--- src/rtl/hazard_pkg.sv ---
// Shared definitions for the hazard/forwarding controller: select encoding,
// scoreboard entry bit layout, parameter legality checks and control modes.
package hazard_pkg;

   localparam int FWD_SEL_REGFILE = 0;

   // Scoreboard entry layout, LSB first: rd[aw-1:0], is_load, we, valid.
   localparam int SB_RD_LSB = 0;

   function automatic int sb_load_bit(input int aw);
      return aw;
   endfunction

   function automatic int sb_we_bit(input int aw);
      return aw + 32'sd1;
   endfunction

   function automatic int sb_valid_bit(input int aw);
      return aw + 32'sd2;
   endfunction

   function automatic int sb_width(input int aw);
      return aw + 32'sd3;
   endfunction

   function automatic bit num_stages_legal(input int n);
      return (n >= 32'sd3) && (n <= 32'sd6);
   endfunction

   function automatic bit load_lat_legal(input int lat, input int n);
      return (lat >= 32'sd1) && (lat <= n - 32'sd2);
   endfunction

   function automatic logic [31:0] sat_inc(input logic [31:0] v, input logic en);
      return (en && (v != 32'hFFFF_FFFF)) ? v + 32'd1 : v;
   endfunction

   typedef enum logic [1:0] {
      HZ_RUN        = 2'd0,
      HZ_LOAD_STALL = 2'd1,
      HZ_FLUSH      = 2'd2,
      HZ_FREEZE     = 2'd3
   } hz_mode_e;

endpackage

--- src/rtl/hazard_sb_entry.sv ---
// One scoreboard slot: holds while the pipe is frozen, otherwise loads the
// previous slot's contents or an all-zero (invalid) bubble.
module hazard_sb_entry
   import hazard_pkg::*;
#(
   parameter int W = 8
) (
   input  logic         clk,
   input  logic         reset,
   input  logic         advance,
   input  logic         bubble,
   input  logic [W-1:0] d,
   output logic [W-1:0] q
);

   // Slot register with hold / bubble / advance control.
   always_ff @(posedge clk or posedge reset) begin
      if (reset) begin
         q <= '0;
      end else if (advance) begin
         q <= bubble ? '0 : d;
      end else begin
         q <= q;
      end
   end

endmodule

--- src/rtl/hazard_ctrl.sv ---
// Hazard and forwarding controller for a NUM_STAGES-deep pipeline.
// Optional macro HAZARD_PERF_EN adds saturating stall/flush/freeze counters.
module hazard_ctrl
   import hazard_pkg::*;
#(
   parameter  int NUM_STAGES = 3,
   parameter  int REG_ADDR_W = 5,
   parameter  int LOAD_LAT   = 1,
   localparam int SEL_W      = $clog2(NUM_STAGES)
) (
   input  logic                  clk,
   input  logic                  reset,
   input  logic                  id_valid,
   input  logic [REG_ADDR_W-1:0] id_rs1,
   input  logic [REG_ADDR_W-1:0] id_rs2,
   input  logic                  id_rs1_used,
   input  logic                  id_rs2_used,
   input  logic [REG_ADDR_W-1:0] id_rd,
   input  logic                  id_we,
   input  logic                  id_is_load,
   input  logic                  br_taken,
   input  logic                  mem_ready,
   output logic                  stall_I,
   output logic                  flush_I,
   output logic [SEL_W-1:0]      fwd_a_sel,
   output logic [SEL_W-1:0]      fwd_b_sel,
   output logic                  bubble_X
`ifdef HAZARD_PERF_EN
   ,
   output logic [31:0]           perf_stall_cnt,
   output logic [31:0]           perf_flush_cnt,
   output logic [31:0]           perf_freeze_cnt
`endif
);

   localparam int NE = NUM_STAGES - 1;
   localparam int EW = sb_width(REG_ADDR_W);
   localparam int VB = sb_valid_bit(REG_ADDR_W);
   localparam int WB = sb_we_bit(REG_ADDR_W);
   localparam int LB = sb_load_bit(REG_ADDR_W);

   if (!num_stages_legal(NUM_STAGES) || !load_lat_legal(LOAD_LAT, NUM_STAGES)) begin : g_bad_params
      $error("hazard_ctrl: illegal NUM_STAGES/LOAD_LAT combination");
   end

   logic [NE:1][EW-1:0] sb_q;
   logic [EW-1:0]       id_entry;
   logic                head_bubble;
   logic [SEL_W-1:0]    sel_a;
   logic [SEL_W-1:0]    sel_b;
   logic                lu_a;
   logic                lu_b;
   logic                load_use;
   hz_mode_e            mode;

   function automatic logic sb_match(input logic [EW-1:0] e,
                                     input logic [REG_ADDR_W-1:0] rs,
                                     input logic used);
      logic [REG_ADDR_W-1:0] rd;
      rd = e[SB_RD_LSB +: REG_ADDR_W];
      return e[VB] && e[WB] && used && (rd != '0) && (rd == rs);
   endfunction

   assign id_entry = {id_valid, id_we, id_is_load, id_rd};

   // A freeze holds every slot; X only takes I's fields when I is real and survives.
   assign head_bubble = (mode == HZ_LOAD_STALL) || (mode == HZ_FLUSH) || !id_valid;

   for (genvar k = 1; k <= NE; k++) begin : g_sb
      if (k == 1) begin : g_head
         hazard_sb_entry #(.W(EW)) u_entry (
            .clk     (clk),
            .reset   (reset),
            .advance (mem_ready),
            .bubble  (head_bubble),
            .d       (id_entry),
            .q       (sb_q[k])
         );
      end else begin : g_tail
         hazard_sb_entry #(.W(EW)) u_entry (
            .clk     (clk),
            .reset   (reset),
            .advance (mem_ready),
            .bubble  (1'b0),
            .d       (sb_q[k-1]),
            .q       (sb_q[k])
         );
      end
   end

   // Youngest matching producer per operand; scanning oldest-first lets the youngest overwrite.
   always_comb begin
      sel_a = SEL_W'(FWD_SEL_REGFILE);
      sel_b = SEL_W'(FWD_SEL_REGFILE);
      lu_a  = 1'b0;
      lu_b  = 1'b0;
      for (int k = NE; k >= 1; k--) begin
         if (sb_match(sb_q[k], id_rs1, id_rs1_used)) begin
            sel_a = SEL_W'(k);
            lu_a  = sb_q[k][LB] && (k <= LOAD_LAT);
         end else begin
            sel_a = sel_a;
         end
         if (sb_match(sb_q[k], id_rs2, id_rs2_used)) begin
            sel_b = SEL_W'(k);
            lu_b  = sb_q[k][LB] && (k <= LOAD_LAT);
         end else begin
            sel_b = sel_b;
         end
      end
   end

   assign load_use = id_valid && (lu_a || lu_b);

   // Control mode: freeze beats branch kill, which beats load-use; reset masks all.
   always_comb begin
      mode = HZ_RUN;
      if (reset) begin
         mode = HZ_RUN;
      end else if (!mem_ready) begin
         mode = HZ_FREEZE;
      end else if (br_taken) begin
         mode = HZ_FLUSH;
      end else if (load_use) begin
         mode = HZ_LOAD_STALL;
      end else begin
         mode = HZ_RUN;
      end
   end

   // Decode the mode into the pipeline control strobes.
   always_comb begin
      stall_I  = 1'b0;
      flush_I  = 1'b0;
      bubble_X = 1'b0;
      case (mode)
         HZ_RUN: begin
            stall_I = 1'b0;
         end
         HZ_LOAD_STALL: begin
            stall_I  = 1'b1;
            bubble_X = 1'b1;
         end
         HZ_FLUSH: begin
            flush_I = 1'b1;
         end
         HZ_FREEZE: begin
            stall_I = 1'b1;
         end
         default: begin
            stall_I  = 1'b0;
            flush_I  = 1'b0;
            bubble_X = 1'b0;
         end
      endcase
   end

   assign fwd_a_sel = reset ? SEL_W'(FWD_SEL_REGFILE) : sel_a;
   assign fwd_b_sel = reset ? SEL_W'(FWD_SEL_REGFILE) : sel_b;

`ifdef HAZARD_PERF_EN
   // Saturating event counters, one increment per qualifying cycle.
   always_ff @(posedge clk or posedge reset) begin
      if (reset) begin
         perf_stall_cnt  <= 32'd0;
         perf_flush_cnt  <= 32'd0;
         perf_freeze_cnt <= 32'd0;
      end else begin
         perf_stall_cnt  <= sat_inc(perf_stall_cnt,  mode == HZ_LOAD_STALL);
         perf_flush_cnt  <= sat_inc(perf_flush_cnt,  mode == HZ_FLUSH);
         perf_freeze_cnt <= sat_inc(perf_freeze_cnt, mode == HZ_FREEZE);
      end
   end
`endif

endmodule
--- config.mk ---
export PLATFORM = sky130hd
export DESIGN_NAME = hazard_ctrl
export DESIGN_NICKNAME = d
export VERILOG_FILES = /design/src/rtl/hazard_pkg.sv /design/src/rtl/hazard_sb_entry.sv /design/src/rtl/hazard_ctrl.sv
export SDC_FILE = /design/constraint.sdc
export NUM_CORES = 1
export LEC_CHECK = 0
export ABC_AREA = 1
export CAP_MARGIN = 20
export CORE_ASPECT_RATIO = 0.6
export CORE_MARGIN = 2
export CORE_UTILIZATION = 45
export DETAILED_ROUTE_END_ITERATION = 6
export GPL_TIMING_DRIVEN = 0
export PLACE_DENSITY = 0.77
export SYNTH_ARGS = -nofsm -noshare
export SYNTH_HDL_FRONTEND = slang
export SYNTH_HIERARCHICAL = 1
export SYNTH_SLANG_ARGS = --single-unit
--- constraint.sdc ---
create_clock -name clk -period 3.8 [get_ports clk]
set_input_delay 0.38 -clock clk [delete_from_list [all_inputs] [get_ports clk]]
set_output_delay 0.38 -clock clk [all_outputs]
set_load 0.01 [all_outputs]
* After elaboration in Yosys (flattened, before gate mapping)
Index checks and enable logic that the tools add are counted.
Storage, ports and cells: flip-flop bits (word level) 16, input bits 24, output and inout bits 7, logic and storage cells 47
Cells by class: eq/ne operators 7, muxes and demuxes 16, reductions and logical operators 22
Operators by type and width (number):
- == test 5 bit | 4
- two-way mux 2 bit | 9
- logical AND 1 bit | 15
- nonzero test 5 bit | 2
- two-way mux 8 bit | 1
- two-way mux 1 bit | 6
- == test 2 bit, second input constant | 2
- logical OR 1 bit | 3
- == test 2 x 1 -> 1 bit, second input constant | 1
- OR reduction 2 bit | 1
- zero test 1 bit | 1

* Logic depth before layout (Yosys ltp)
depth in word-level cells 15, mapped depth 15

* By module
Netlist, hierarchy kept.
By module, submodules not included:
- hazard_sb_entry | times used 2, cells an instance 36, area an instance 322.8 sq um, sequential area each 200.2 sq um
- hazard_ctrl | times used 1, cells an instance 91, area an instance 451.7 sq um, sequential area each 0.0 sq um

* Least setup slack after synthesis
No wires, ideal clock.
kind register to output, start point reg g_sb[1].g_head.u_entry.q[2], end point out bubble_X, arrival 1407 ps, required time 3420 ps, slack 2013 ps, stages on the path, launching flop included 11, path through dfrtp_1 -> inv_1 -> nand2_1 -> nand2_1 -> nand2_1 -> nor2_1 -> nand2_2 -> nand2_1 -> nand2_1 -> a21oi_1 -> ha_1
Between the ends: cells in the longest elaborated chain, start to end 12
Ends and longest elaborated chain:
- from (decl) | RTL line hazard_sb_entry.sv:13 | output logic [W-1:0] q
- from (signal assigned) | RTL line hazard_sb_entry.sv:21 | q <= bubble ? '0 : d;
- from (signal assigned) | RTL line hazard_sb_entry.sv:23 | q <= q;
- nonzero test 5 bit | RTL line hazard_ctrl.sv:61 | return e[VB] && e[WB] && used && (rd != '0) && (rd == rs);
- logical AND 1 bit (2 in series) | RTL line hazard_ctrl.sv:61
- two-way mux 1 bit (on tied branches) | RTL line hazard_ctrl.sv:98, hazard_ctrl.sv:104
- logical OR 1 bit * | RTL line hazard_ctrl.sv:113 | assign load_use = id_valid && (lu_a || lu_b);
- logical AND 1 bit * | RTL line hazard_ctrl.sv:113
- two-way mux 1 bit * | RTL line hazard_ctrl.sv:124 | end else if (load_use) begin
- two-way mux 2 bit * | RTL line hazard_ctrl.sv:122 | end else if (br_taken) begin
- two-way mux 2 bit * | RTL line hazard_ctrl.sv:120 | end else if (!mem_ready) begin
- two-way mux 2 bit * | RTL line hazard_ctrl.sv:118 | if (reset) begin
- == test 2 x 1 -> 1 bit * | RTL line hazard_ctrl.sv:136 | case (mode)
- two-way mux 1 bit * | RTL line hazard_ctrl.sv:136
- to (decl) | RTL line hazard_ctrl.sv:27 | output logic bubble_X
Every way passes the cells marked *; elsewhere a longest branch is shown, timed or not.

* Worst setup path in the final report
start point in id_rs1[3], end point out bubble_X
Between the ends: cells in the longest elaborated chain, start to end 11
Ends and longest elaborated chain:
- from (decl) | RTL line hazard_ctrl.sv:14 | input logic [REG_ADDR_W-1:0] id_rs1,
- == test 5 bit | RTL line hazard_ctrl.sv:61
- logical AND 1 bit | RTL line hazard_ctrl.sv:61
- two-way mux 1 bit | RTL line hazard_ctrl.sv:98 | if (sb_match(sb_q[k], id_rs1, id_rs1_used)) begin
- logical OR 1 bit | RTL line hazard_ctrl.sv:113
- logical AND 1 bit | RTL line hazard_ctrl.sv:113
- two-way mux 1 bit | RTL line hazard_ctrl.sv:124
- two-way mux 2 bit | RTL line hazard_ctrl.sv:122
- two-way mux 2 bit | RTL line hazard_ctrl.sv:120
- two-way mux 2 bit | RTL line hazard_ctrl.sv:118
- == test 2 x 1 -> 1 bit | RTL line hazard_ctrl.sv:136
- two-way mux 1 bit | RTL line hazard_ctrl.sv:136
No other way between the ends.

==> impl_metrics.json <==
{
  "report.final.setup_viol": 0,
  "die_area_mm2": 0.002772,
  "clk_latency_ns": 0.24,
  "grt.total_usage_pct": 22.31,
  "syn_inst": 159,
  "fin_crit_sh_pct": 71.79,
  "syn-num-nets": 185,
  "power.leakage_nw": 0.7433,
  "cts_buffers": 3,
  "drv_cap": 0,
  "fin_area_mm2": 0.001443,
  "critPathCaptureType": "primary output",
  "vias": 1107,
  "timing.final.crit_period_ns": 2.728,
  "ff_latch_area_um2": 375.4,
  "antenna_found_initial": 0,
  "drt_pass1_iterations": 4,
  "p_per_area_mw_per_mm2": 285.9,
  "combPwrFrac_pct": 24.3,
  "vias_per_cell": 4.964,
  "power_switching_uw": 118.1,
  "drv_slew": 0,
  "drtIter0Drc": 76,
  "p_int_uw": 294.4,
  "post-dp-hpwl_um": 2253,
  "mostFrequentLayoutCells": "nand2_1 (56), clkdlybuf4s50_1 (30), inv_1 (21)",
  "cp-startpoint": "id_rs1[3]",
  "drive_above_1_share_pct": 6.218,
  "die_w_um": 66.65,
  "crit_arrival_ns": 2.35,
  "dieHeight_um": 41.59,
  "grt_pass1_vias": 984,
  "power_frac_clock_pct": 31.1,
  "power_frac_seq_pct": 44.6,
  "synth_area_mm2": 0.001060,
  "grt_max_degree": 10,
  "final_util_pct": 65.70,
  "finalSetupTns_ns": 0,
  "path_max_fanout": 3,
  "worst_ep_required_time_ns": 3.42,
  "place_congestion": 0.9649,
  "start_kind": "input port",
  "hold_class": "reg2reg",
  "h-tree-depth": 1,
  "mostFrequentLayoutCell": "nand2_1",
  "hold_viol_final": 0,
  "grt_pass1_wl_um": 4657,
  "r2r_start": "g_sb[1].g_head.u_entry/q[3]$_DFFE_PP0P_",
  "crit_type": "in2out",
  "nNetsFinal": 220,
  "grt-ovfl-total": 0,
  "wl_per_cell_um": 12.68,
  "drc": 0,
  "cts_resized": 0,
  "antenna_cells": 0,
  "initial_core_util_pct": 48.26,
  "status": "finished, final reports clean",
  "pin_count": 31,
  "hold_slack_ns": 0.4807,
  "min_from": "g_sb[2].g_tail.u_entry/q[6]$_DFFE_PP0P_",
  "post-cts-setup-buffers": 0,
  "post_dp_cell_area_mm2": 0.001398,
  "syn_avg_cell_area_um2": 6.665,
  "setup_ws_ns": 1.072,
  "root_buffer": "clkbuf_8",
  "tritoncts": "yes",
  "rsz0062_at_grt": "no",
  "ir_drop_uv": 330.2,
  "path_clk_slew_ns": 0.06,
  "totalWireLength_um": 2827,
  "cts_sinks": 15,
  "skew_ns": 0.0004407,
  "dp_slack_ns": 1.076,
  "rows": 13,
  "numPortBuffers": 30,
  "switching_share_pct": 28.63,
  "fill_cells": 209,
  "yosysWarnings": 6,
  "detail-route-antenna-nets": 0,
  "multi_input_area_um2": 571.8,
  "area_growth_pct": 36.13,
  "fmax_ghz": 0.3666,
  "core_area_mm2": 0.002196,
  "hold_buffers": 0,
  "ctsLongestPathBuffers": 2
}
==> worst max-delay path: stages <==
cell             delay, ns
clkdlybuf4s50_1       0.51
inv_1                 0.07
a21boi_1              0.12
nand2_1               0.06
nor2_1                0.11
nand2_2               0.08
nand2_1               0.06
nand2_1               0.06
a21oi_1               0.18
ha_1                  0.17
clkdlybuf4s50_1       0.54
==> per-stage QoR <==
| step | power [mW] | instances |
|---|---|---|
| after detailed placement | 0.2849 | 219 |
| after CTS | 0.4105 | 223 |
| final | 0.4124 | 223 |
| after floorplan | 0.2374 | 159 |
| after global placement | 0.2837 | 219 |
| after global routing | 0.4315 | 223 |
==> cell type report <==
cell class,count,share of cell area [%]
Buffer,2,1.561
Clock buffer,4,3.122
Inverter,24,6.245
Multi-Input combinational cell,118,39.64
Sequential cell,15,26.02
Tap cell,30,2.602
Timing Repair Buffer,30,20.82
==> sequential cells by signal, indices dropped and copies added (netlist names) <==
name                   count
g_sb.g_head.u_entry/q      8
g_sb.g_tail.u_entry/q      7
==> path summary, 6_finish.rpt <==
path	end	slack, ns	depth (start not counted)
setup / recovery	bubble_X	1.07	11
hold / removal	g_sb[2].g_tail.u_entry/q[6]$_DFFE_PP0P_	0.48	2
setup reg to reg	g_sb[1].g_head.u_entry/q[5]$_DFFE_PP0P_	1.83	14
hold reg to reg	g_sb[2].g_tail.u_entry/q[6]$_DFFE_PP0P_	0.48	2
max in group asynchronous	g_sb[1].g_head.u_entry/q[5]$_DFFE_PP0P_	2.98	2
min in group asynchronous	g_sb[2].g_tail.u_entry/q[7]$_DFFE_PP0P_	0.57	2
==> power groups by stage <==
stage	Sequential, mW	Combinational, mW	Clock (mW)
CTS	0.184	0.0993	0.127
detailed placement	0.186	0.0987	0
global route	0.185	0.112	0.135
finish	0.184	0.100	0.128
global placement	0.186	0.0973	0
floorplan	0.181	0.0562	0
==> metal layers <==
layer / wire length [µm] / global-route usage [%]
met5: 0 / 0
met4: 16 / 4.490
met3: 185 / 2.710
met2: 1136 / 32.20
met1: 1488 / 35.70
No activity file was read; power rests on OpenSTA's default activity.
